$ cat src/rtl/mmu_feeder.sv
// Sequencer and diagonal skew stage in front of the systolic MMU.
// Loads a DEPTH-row weight tile (control=1), streams activation vectors with
// lane i delayed i+1 cycles, drains the skew and tags valid acc_out samples.
module mmu_feeder #(
    parameter int unsigned DEPTH     = 4,
    parameter int unsigned BIT_WIDTH = 8,
    parameter int unsigned RES_LAT   = 6
) (
    input  logic                       clk,
    input  logic                       rst,
    input  logic                       start,
    input  logic                       wt_in_valid,
    output logic                       wt_in_ready,
    input  logic [DEPTH*BIT_WIDTH-1:0] wt_in_data,
    input  logic                       act_in_valid,
    output logic                       act_in_ready,
    input  logic [DEPTH*BIT_WIDTH-1:0] act_in_data,
    input  logic                       act_in_last,
    output logic                       mmu_control,
    output logic [DEPTH*BIT_WIDTH-1:0] mmu_wt_arr,
    output logic [DEPTH*BIT_WIDTH-1:0] mmu_data_arr,
    output logic                       res_valid,
    output logic                       busy,
    output logic                       done
);

    localparam int unsigned CntW = (DEPTH > 1) ? $clog2(DEPTH) : 1;
    localparam int unsigned VecW = DEPTH * BIT_WIDTH;

    typedef enum logic [1:0] {StIdle, StLoad, StStream, StDrain} state_e;

    state_e            state_q, state_d;
    logic [CntW-1:0]   row_cnt_q, row_cnt_d;
    logic [CntW-1:0]   drain_cnt_q, drain_cnt_d;
    logic              done_q, done_d;
    logic              ctl_q, ctl_d;
    logic [VecW-1:0]   wt_q, wt_d;
    logic [RES_LAT:0]  res_pipe_q;
    logic              wt_fire;
    logic              act_fire;

    // Ready depends on state only, so upstream never sees a comb path from valid.
    assign wt_in_ready  = (state_q == StLoad);
    assign act_in_ready = (state_q == StStream);
    assign wt_fire      = wt_in_valid & wt_in_ready;
    assign act_fire     = act_in_valid & act_in_ready;

    assign mmu_control = ctl_q;
    assign mmu_wt_arr  = wt_q;
    assign done        = done_q;
    assign busy        = (state_q != StIdle);
    assign res_valid   = res_pipe_q[RES_LAT];

    // Next-state, counters and registered weight-path outputs.
    always_comb begin
        state_d     = state_q;
        row_cnt_d   = row_cnt_q;
        drain_cnt_d = drain_cnt_q;
        done_d      = 1'b0;
        ctl_d       = 1'b0;
        wt_d        = '0;
        unique case (state_q)
            StIdle: begin
                if (start) begin
                    state_d   = StLoad;
                    row_cnt_d = '0;
                end
            end
            StLoad: begin
                // A bubble leaves control and weights at 0, freezing the array.
                if (wt_fire) begin
                    ctl_d = 1'b1;
                    wt_d  = wt_in_data;
                    if (row_cnt_q == CntW'(DEPTH - 1)) begin
                        state_d   = StStream;
                        row_cnt_d = '0;
                    end else begin
                        row_cnt_d = row_cnt_q + CntW'(1);
                    end
                end
            end
            StStream: begin
                if (act_fire && act_in_last) begin
                    state_d     = StDrain;
                    drain_cnt_d = '0;
                end
            end
            StDrain: begin
                // Stay until the deepest lane has emitted the last vector's element.
                if (drain_cnt_q == CntW'(DEPTH - 1)) begin
                    state_d     = StIdle;
                    drain_cnt_d = '0;
                    done_d      = 1'b1;
                end else begin
                    drain_cnt_d = drain_cnt_q + CntW'(1);
                end
            end
            default: state_d = StIdle;
        endcase
    end

    // State, counters and weight-path output registers.
    always_ff @(posedge clk) begin
        if (rst) begin
            state_q     <= StIdle;
            row_cnt_q   <= '0;
            drain_cnt_q <= '0;
            done_q      <= 1'b0;
            ctl_q       <= 1'b0;
            wt_q        <= '0;
        end else begin
            state_q     <= state_d;
            row_cnt_q   <= row_cnt_d;
            drain_cnt_q <= drain_cnt_d;
            done_q      <= done_d;
            ctl_q       <= ctl_d;
            wt_q        <= wt_d;
        end
    end

    // Result tag pipe; keeps shifting in IDLE so tail results are still marked.
    always_ff @(posedge clk) begin
        if (rst) begin
            res_pipe_q <= '0;
        end else begin
            res_pipe_q[0] <= act_fire;
            for (int unsigned k = 1; k <= RES_LAT; k++) begin
                res_pipe_q[k] <= res_pipe_q[k-1];
            end
        end
    end

    for (genvar i = 0; i < DEPTH; i++) begin : g_lane
        logic [BIT_WIDTH-1:0] sr_q [i+1];

        // Lane i shift register of length i+1; zeros enter on bubbles and in DRAIN.
        always_ff @(posedge clk) begin
            if (rst) begin
                for (int unsigned k = 0; k <= i; k++) begin
                    sr_q[k] <= '0;
                end
            end else begin
                sr_q[0] <= act_fire ? act_in_data[i*BIT_WIDTH +: BIT_WIDTH] : '0;
                for (int unsigned k = 1; k <= i; k++) begin
                    sr_q[k] <= sr_q[k-1];
                end
            end
        end

        assign mmu_data_arr[i*BIT_WIDTH +: BIT_WIDTH] = sr_q[i];
    end

endmodule
$ cat config.mk
export PLATFORM = sky130hd
export DESIGN_NAME = mmu_feeder
export DESIGN_NICKNAME = d
export VERILOG_FILES = /design/src/rtl/mmu_feeder.sv
export SDC_FILE = /design/constraint.sdc
export NUM_CORES = 1
export LEC_CHECK = 0
export CAP_MARGIN = 25
export CORE_ASPECT_RATIO = 1.5
export CORE_MARGIN = 2
export CORE_UTILIZATION = 49
export CTS_BUF_LIST = sky130_fd_sc_hd__clkbuf_4
export CTS_CLUSTER_DIAMETER = 100
export CTS_CLUSTER_SIZE = 24
export DETAILED_ROUTE_END_ITERATION = 10
export GPL_TIMING_DRIVEN = 0
export PLACE_DENSITY = 0.87
export REMOVE_ABC_BUFFERS = 1
export SLEW_MARGIN = 40
export SYNTH_ARGS = -nofsm -noshare
export SYNTH_HDL_FRONTEND = slang
export SYNTH_SLANG_ARGS = --single-unit
$ cat constraint.sdc
create_clock -name clk -period 3.25 [get_ports clk]
set_input_delay 0.65 -clock clk [delete_from_list [all_inputs] [get_ports clk]]
set_output_delay 0.65 -clock clk [all_outputs]
set_load 0.02 [all_outputs]
=== Yosys cells after proc, flatten, opt, wreduce, memory -nomap -nowiden ===
Memory sizes are Yosys's and may differ from the RTL's.
Cells that the tools add are included.

* Bits in writable memories: 80
* Memories kept: 4
* Register bits: 47
* Output and inout bits: 70

{| class="wikitable"
|+ Memory list
! memory !! words !! width !! read ports !! clocked after Yosys merged registers in !! write ports !! line !! RTL
|-
| g_lane[3].sr_q || 4 || 8 || 4 || 0 || 4 || 134 || <nowiki>logic [BIT_WIDTH-1:0] sr_q [i+1];</nowiki>
|-
| g_lane[2].sr_q || 3 || 8 || 3 || 0 || 3 || 134 ||
|-
| g_lane[1].sr_q || 2 || 8 || 2 || 0 || 2 || 134 ||
|-
| g_lane[0].sr_q || 1 || 8 || 1 || 0 || 1 || 134 ||
|}

* Mux-type cells: 33
* Equal/unequal tests: 10
* Bitwise operators: 14
* Reductions and logical operators: 12
* Add/sub/neg operators: 2

{| class="wikitable"
|+ Operators with widths
! kind !! number
|-
| 8-bit 2-to-1 mux || 14
|-
| 2-bit 2-to-1 mux || 10
|-
| 1-bit bitwise OR || 9
|-
| 2-bit == test (second input constant) || 4
|-
| 2-bit one-hot mux with 2 select lines || 2
|-
| 2-bit one-hot mux with 4 select lines || 1
|-
| 8-bit OR reduction || 1
|-
| 1-bit 2-to-1 mux || 6
|-
| 2-bit by 1-bit != test with 1-bit output (second input constant) || 3
|-
| 2-bit nonzero test || 3
|-
| 5-bit AND reduction || 1
|-
| 2-bit by 1-bit adder with 2-bit output (second input constant) || 2
|-
| 2-bit != test (second input constant) || 2
|-
| 2-bit OR reduction || 2
|-
| 1-bit inverter || 3
|-
| 3-bit AND reduction || 1
|-
| 3-bit OR reduction || 1
|-
| 1-bit AND || 2
|-
| 2-bit by 1-bit == test with 1-bit output (second input constant) || 1
|-
| 2-bit zero test || 1
|-
| 2-bit AND reduction || 1
|-
| 1-bit logical AND || 1
|}

=== Longest topological paths before layout ===
Gate-level depths: netlist of the first run.

* Depth in word-level cells: 5
* Gate-level depth with buffers: 6

=== Least setup slack after synthesis of the first run ===
No wires, ideal clock.

* Kind: register to register
* From: reg state_q[1]
* To: reg state_q[0]
* Required time: 3134 ps
* Path slack: 1625 ps
* Library setup time: 116 ps
* Arrival: 1509 ps
* Cell stages (with the launch flop): 7
* Path through: dfxtp_1 -> inv_1 -> ha_1 -> inv_2 -> o22ai_1 -> or4b_1 -> o211a_1

{| class="wikitable"
|+ RTL lines
! what !! line !! RTL
|-
| start, declared || 32 || <nowiki>state_e state_q, state_d;</nowiki>
|-
| start signal, assigned || 105 || <nowiki>state_q <= StIdle;</nowiki>
|-
| start signal, assigned || 112 || <nowiki>state_q <= state_d;</nowiki>
|-
| 2-bit by 1-bit == test with 1-bit output * || 43 || <nowiki>assign wt_in_ready = (state_q == StLoad);</nowiki>
|-
| via wt_in_ready || 13 || <nowiki>output logic wt_in_ready,</nowiki>
|-
| 1-bit AND || 45 || <nowiki>assign wt_fire = wt_in_valid & wt_in_ready;</nowiki>
|-
| 2-bit by 1-bit != test with 1-bit output (no line) || n/a ||
|-
| 5-bit AND reduction (no line) || n/a ||
|}

Mark *: on every way through the listed nets, which the timed path passes. The rest lies on a longest branch.
A chain may end at the register's enable or synchronous reset.

=== Worst setup path after layout of the first run ===
* From: reg state_q[0]
* To: out busy

* Cells in the longest elaborated chain, start to end: 1

{| class="wikitable"
|+ Ends and longest elaborated chain
! what !! line !! RTL
|-
| 2-bit nonzero test || 51 || <nowiki>assign busy = (state_q != StIdle);</nowiki>
|-
| end, declared || 23 || <nowiki>output logic busy,</nowiki>
|}

Every way passes these cells.

==> results of run 1 <==
[logic make-up (layout without fill, tap and decap cells)]
| group | after synthesis | after routing | share of synthesized area (%) |
|---|---|---|---|
| and+or+nand+nor | 133 | 133 | 21.9 |
| adders and majority gates | 7 | 7 | 2.33 |
| buffers and inverters | 35 | 179 | 5.24 |
| DFF | 127 | 127 | 67.8 |
| muxes | 1 | 1 | 0.267 |
| AOI/OAI and AO/OA | 12 | 12 | 2.47 |
[routing by layer]
layer,up-vias,global-route usage [%]
met5,-,0
met4,0,10.4
met3,27,9.18
li1,1224,-
met2,122,29.4
met1,1055,14.7
[Yosys cell counts, drive strengths merged]
| library cell | number | area (sq um) |
|---|---|---|
| ha | 7 | 87.6 |
| o211a | 1 | 10.0 |
| or4 | 1 | 7.51 |
| or4b | 1 | 10.0 |
| buf | 20 | 140 |
| nor2b | 55 | 344 |
| inv | 7 | 26.3 |
| o21ai | 3 | 15.0 |
| clkbuf | 8 | 30.0 |
| a21bo | 1 | 10.0 |
| a2bb2oi | 1 | 15.0 |
| and2 | 64 | 400 |
| and3b | 1 | 8.76 |
| nor2 | 4 | 15.0 |
| mux2i | 1 | 10.0 |
| nor3 | 1 | 10.0 |
| nand2 | 4 | 15.0 |
| a32oi | 2 | 17.5 |
| and3 | 2 | 12.5 |
| a21oi | 2 | 10.0 |
| o22ai | 1 | 6.26 |
| o2bb2ai | 1 | 8.76 |
| dfxtp | 127 | 2540 |
[sequential cells by signal (all words and copies together), names as in the netlist]
signal	cells
done	1
mmu_control	1
mmu_wt_arr	32
res_pipe_q	7
g_lane.sr_q	80
state_q	2
row_cnt_q	2
drain_cnt_q	2
[metrics by stage]
step                std cells  worst slack, ps  utilization, %  total power, uW
floorplan                 287             1520               -             1950
global placement          528             -739            67.9             2180
detailed placement        528              924            67.9             2210
CTS                       560              632            72.4             3430
global route              561              538            72.6             3560
finish                    561              684            72.6             3390
[critical path, cell delays in order, from the launching register on]
cell             delay (ps)
dfxtp_1                 390
inv_1                   100
ha_1                    230
inv_1                    90
clkdlybuf4s50_1         610
[power groups by stage]
stage / logic, uW / registers, uW / clock network [uW]
2_1_floorplan: 210 / 1740 / 0
3_3_place_gp: 483 / 1690 / 0
3_5_place_dp: 508 / 1700 / 0
4_1_cts: 511 / 1660 / 1250
5_1_grt: 560 / 1670 / 1330
6_report: 510 / 1660 / 1220
[worst max-delay path by stage]
| stage | endpoint | cells past startpoint | start | slack [ps] |
|---|---|---|---|---|
| after floorplan | mmu_wt_arr[0] | 5 | state_q[1] | 1520 |
| after global placement | mmu_wt_arr[21] | 3 | rst | -740 |
| after detailed placement | mmu_wt_arr[21] | 4 | wt_in_valid | 920 |
| after CTS | busy | 4 | state_q[0] | 630 |
| after global routing | busy | 4 | state_q[0] | 540 |
| final | busy | 4 | state_q[0] | 680 |
[layout make-up]
type | count | area (sq um)
sequential | 127 | 2540
tap | 102 | 128
inverter | 7 | 26.3
clock inverter | 13 | 193
clock buffer | 19 | 143
fill | 578 | 2060
multi-input combinational | 153 | 1020
timing repair buffer | 140 | 1400
==> flow_summary.json, run 1 <==
{
  "outcome": "finished clean",
  "met1_length_um": 2180,
  "swShare_pct": 23.3,
  "cp.arrival_ps": 1920,
  "gp_congestion": 0.788,
  "seq_power_share_pct": 49.0,
  "layout.nets": 523,
  "drive_above_1_share_pct": 7.63,
  "cp.required_ps": 2600,
  "die_y_um": 111,
  "layout.cells.most_common_list": "138 x clkdlybuf4s50_1, 127 x dfxtp_1, 64 x and2_1",
  "cts_max_level": 4,
  "r2r_start": "state_q[1]",
  "intPower_uw": 2600,
  "post-route-min-period_ps": 2570,
  "syn-instance-count": 315,
  "worst_pin_slew_ps": 577,
  "design.portCount": 140,
  "ys_seq_elements": 127,
  "drc": 0,
  "maxCapViolCount": 0,
  "cp-start-kind": "flip-flop",
  "wl_met3_um": 632,
  "path_clk_slew_ps": 100,
  "wl_met2_um": 3340,
  "wl_um": 6450,
  "fmax_mhz": 390,
  "grt_pass1_wl_um": 10600,
  "overflow": 0,
  "num_antenna_cells": 0,
  "synth.distinct_cells": 25,
  "gr-usage-all-layers_pct": 17.1,
  "netlist_area_sq_um": 3750,
  "tns_ps": 0,
  "synth_seq_area_share_pct": 67.8,
  "final_area_sq_um": 5450,
  "reg2reg_to": "state_q[0]",
  "min_path_cells": 1,
  "routed.top_layer": "met4",
  "holdBufCountCts": 0,
  "rsz0062_at_grt": "no",
  "dr.pass1.iters": 4,
  "drt-wirelength-per-cell_um": 11.5,
  "antenna_left": 0,
  "drv_slew": 0,
  "layout_commonest_cell": "clkdlybuf4s50_1",
  "coreArea_sq_um": 7510,
  "grt_antenna_before_repair": 0,
  "crit_path_end_kind": "output port",
  "grt_start_max_net_pins": 61,
  "reg2reg_setup_slack_ps": 1540,
  "timing.hold.ws_ps": 435,
  "via_count": 2428,
  "drtIter0Drc": 51,
  "leakage_uw": 0.00219,
  "peakVddDrop_mv": 0.443,
  "cts_setup_buffers": 0,
  "min_to": "g_lane[3].sr_q[3][4]",
  "yosysWarningCount": 0,
  "cts_buffer_depth": 2,
  "maxSlewHeadroom_pct": 61.6,
  "crit_fanout": 4,
  "numPortBuffers": 139,
  "p_sw_uw": 792,
  "p_clk_share_pct": 36.0,
  "insertion_delay_ps": 500,
  "post-route-period-util_pct": 78.9,
  "cts.sinks": 127,
  "clockRootBuffer": "clkbuf_4",
  "post_dp_cell_area_sq_um": 5100,
  "hold_start": "g_lane[3].sr_q[2][4]",
  "hold_viol_final": 0,
  "numCtsBuffers": 17,
  "detail_route.vias_per_cell": 4.33,
  "powerDensity_nw_per_um2": 622,
  "reg2regPathDepth": 6,
  "grt_pass1_vias": 2515,
  "syn_avg_cell_area_sq_um": 11.9,
  "setup_viol": 0,
  "dieArea_sq_um": 8390,
  "p_comb_share_pct": 15.0,
  "synthToLayoutAreaGrowth_pct": 45.3,
  "hold_class": "flip-flop to flip-flop",
  "dp_hpwl_um": 4610,
  "worst_clock_skew_ps": 12.0,
  "ctsResizeCount": 0,
  "die_w_um": 75.5,
  "fp-row-count": 39,
  "initial_core_util_pct": 49.9,
  "cts_tree": "built",
  "worstSetupPathType": "flip-flop to output port"
}
Power figures use the tool's default switching activity.
==> run 2, diff against run 1 <==
Settings changed: CORE_UTILIZATION 49 to 45, PLACE_DENSITY 0.87 to 0.81.
Clock period 3.25 ns to 2.56 ns, I/O delays scaled along.
==> flow_summary.json, run 2 (synthesized netlist as in run 1, its figures left out) <==
{
  "outcome": "finished clean",
  "via_count": 2344,
  "ctsResizeCount": 0,
  "synthToLayoutAreaGrowth_pct": 43.3,
  "numPortBuffers": 139,
  "gr-usage-all-layers_pct": 14.5,
  "grt_pass1_vias": 2233,
  "slowest_delay_ps": 600,
  "grt_pass1_wl_um": 9800,
  "crit_path_end_kind": "output port",
  "wl_um": 6140,
  "preCtsSetupSlack_ps": 407,
  "maxSlewHeadroom_pct": 72.2,
  "min_to": "g_lane[2].sr_q[0][19]",
  "overflow": 0,
  "cp.required_ps": 2050,
  "post-route-min-period_ps": 2400,
  "layout.cells.most_common_list": "138 x clkdlybuf4s50_1, 127 x dfxtp_1, 64 x and2_1",
  "reg2reg_setup_slack_ps": 840,
  "worstSetupPathType": "flip-flop to output port",
  "drtIter0Drc": 69,
  "die_w_um": 78.6,
  "fmax_mhz": 416,
  "reg2reg_to": "state_q[0]",
  "drive_above_1_share_pct": 8.06,
  "hold_class": "primary input to flip-flop",
  "clockRootBuffer": "clkbuf_4",
  "cts_max_level": 4,
  "rsz0062_at_grt": "no",
  "cp-start-kind": "flip-flop",
  "wl_met2_um": 3070,
  "final.setup.worst_slack_ps": 159,
  "timing.hold.ws_ps": 189,
  "detail_route.vias_per_cell": 4.15,
  "cp_slowest_cell": "clkdlybuf4s50_1",
  "die_y_um": 116,
  "fill_cells": 635,
  "hold_viol_final": 0,
  "fin_cells": 565,
  "min_path_cells": 2,
  "post-route-period-util_pct": 93.8,
  "cp.arrival_ps": 1890,
  "cts_setup_buffers": 0,
  "peakVddDrop_mv": 0.402,
  "grt_antenna_before_repair": 0,
  "fp-row-count": 40,
  "dieArea_sq_um": 9100,
  "path_cells": "inv_1 > ha_1 > inv_1 > clkdlybuf4s50_1",
  "utilization_pct": 66.8,
  "met1_length_um": 2390,
  "cts_buffer_depth": 2,
  "drt-wirelength-per-cell_um": 10.9,
  "crit_top_cell": "inv_1",
  "cts.sinks": 127,
  "r2r_start": "state_q[1]",
  "dp_hpwl_um": 4370,
  "dr.pass1.iters": 4,
  "wl_met3_um": 525,
  "insertion_delay_ps": 500,
  "routed.top_layer": "met4",
  "drv_slew": 0,
  "design.portCount": 140,
  "powerDensity_nw_per_um2": 724,
  "layout_commonest_cell": "clkdlybuf4s50_1",
  "reg2regPathDepth": 6,
  "gp_congestion": 0.731,
  "maxCapViolCount": 0,
  "layout.nets": 524,
  "grt_start_max_net_pins": 60,
  "numCtsBuffers": 17,
  "regMostFlops": "g_lane.sr_q",
  "path_clk_slew_ps": 90,
  "holdBufCountCts": 0,
  "coreArea_sq_um": 8060,
  "crit_fanout": 4,
  "largest_reg_flops": 80,
  "worst_clock_skew_ps": 9.13,
  "worst_pin_slew_ps": 416,
  "cts_tree": "built",
  "leakage_uw": 0.00216,
  "setup_viol": 0,
  "antenna_left": 0,
  "initial_core_util_pct": 46.6,
  "drc": 0,
  "place_inst": 532,
  "hold_start": "rst"
}
## run 2: cell types whose count changed in the layout (fill, tap and decap cells not counted), sizes merged
| cell | change |
|---|---|
| clkbuf | +3 |
| bufinv | -4 |
| buf | +1 |
| diode | +1 |
| clkinvlp | +1 |
| inv | -1 |
## run 2: routing by layer
metal	global-route usage (%)	vias to the layer above
met1	13.9	1001
met3	7.55	11
met4	8.65	0
met2	24.5	104
li1	-	1228
met5	0	-
## run 2: worst max path at each step
stage | startpoint | cells after the start | to
6_report | state_q[0] | 4 | busy
3_3_place_gp | rst | 3 | mmu_wt_arr[27]
4_1_cts | state_q[0] | 4 | busy
2_1_floorplan | state_q[1] | 5 | mmu_wt_arr[0]
3_5_place_dp | wt_in_valid | 4 | mmu_wt_arr[27]
5_1_grt | state_q[0] | 4 | busy
## run 2: area by class of cell
cell class	count	area (sq um)	area share, %
Sequential cell	127	2540	47.3
Timing Repair Buffer	141	1420	26.4
Multi-Input combinational cell	153	1020	19.0
Clock buffer	22	165	3.07
Tap cell	105	131	2.44
Clock inverter	9	70.1	1.30
Inverter	7	26.3	0.488
Antenna cell	1	2.50	0.0465
## run 2: through the flow
step | TNS [ps] | instance area (sq um) | total power, uW
global route | 0 | 5380 | 4110
global placement | -88030 | 5100 | 2770
finish | 0 | 5380 | 3890
floorplan | 0 | 3580 | 2480
CTS | 0 | 5360 | 3960
detailed placement | 0 | 5130 | 2800
## run 2: power breakdown
group | switching, uW | internal (uW) | total, uW | leakage (uW)
logic | 297 | 346 | 643 | 0.000994
registers | 37.1 | 2070 | 2110 | 0.00102
clock network | 624 | 516 | 1140 | 0.000138
total | 957 | 2940 | 3890 | 0.00216
## run 2: critical path, delay by kind of cell (launching register included)
| family | cells | cell delay, ps |
|---|---|---|
| buffers and inverters | 3 | 780 |
| DFF | 1 | 390 |
| adders and majority gates | 1 | 230 |
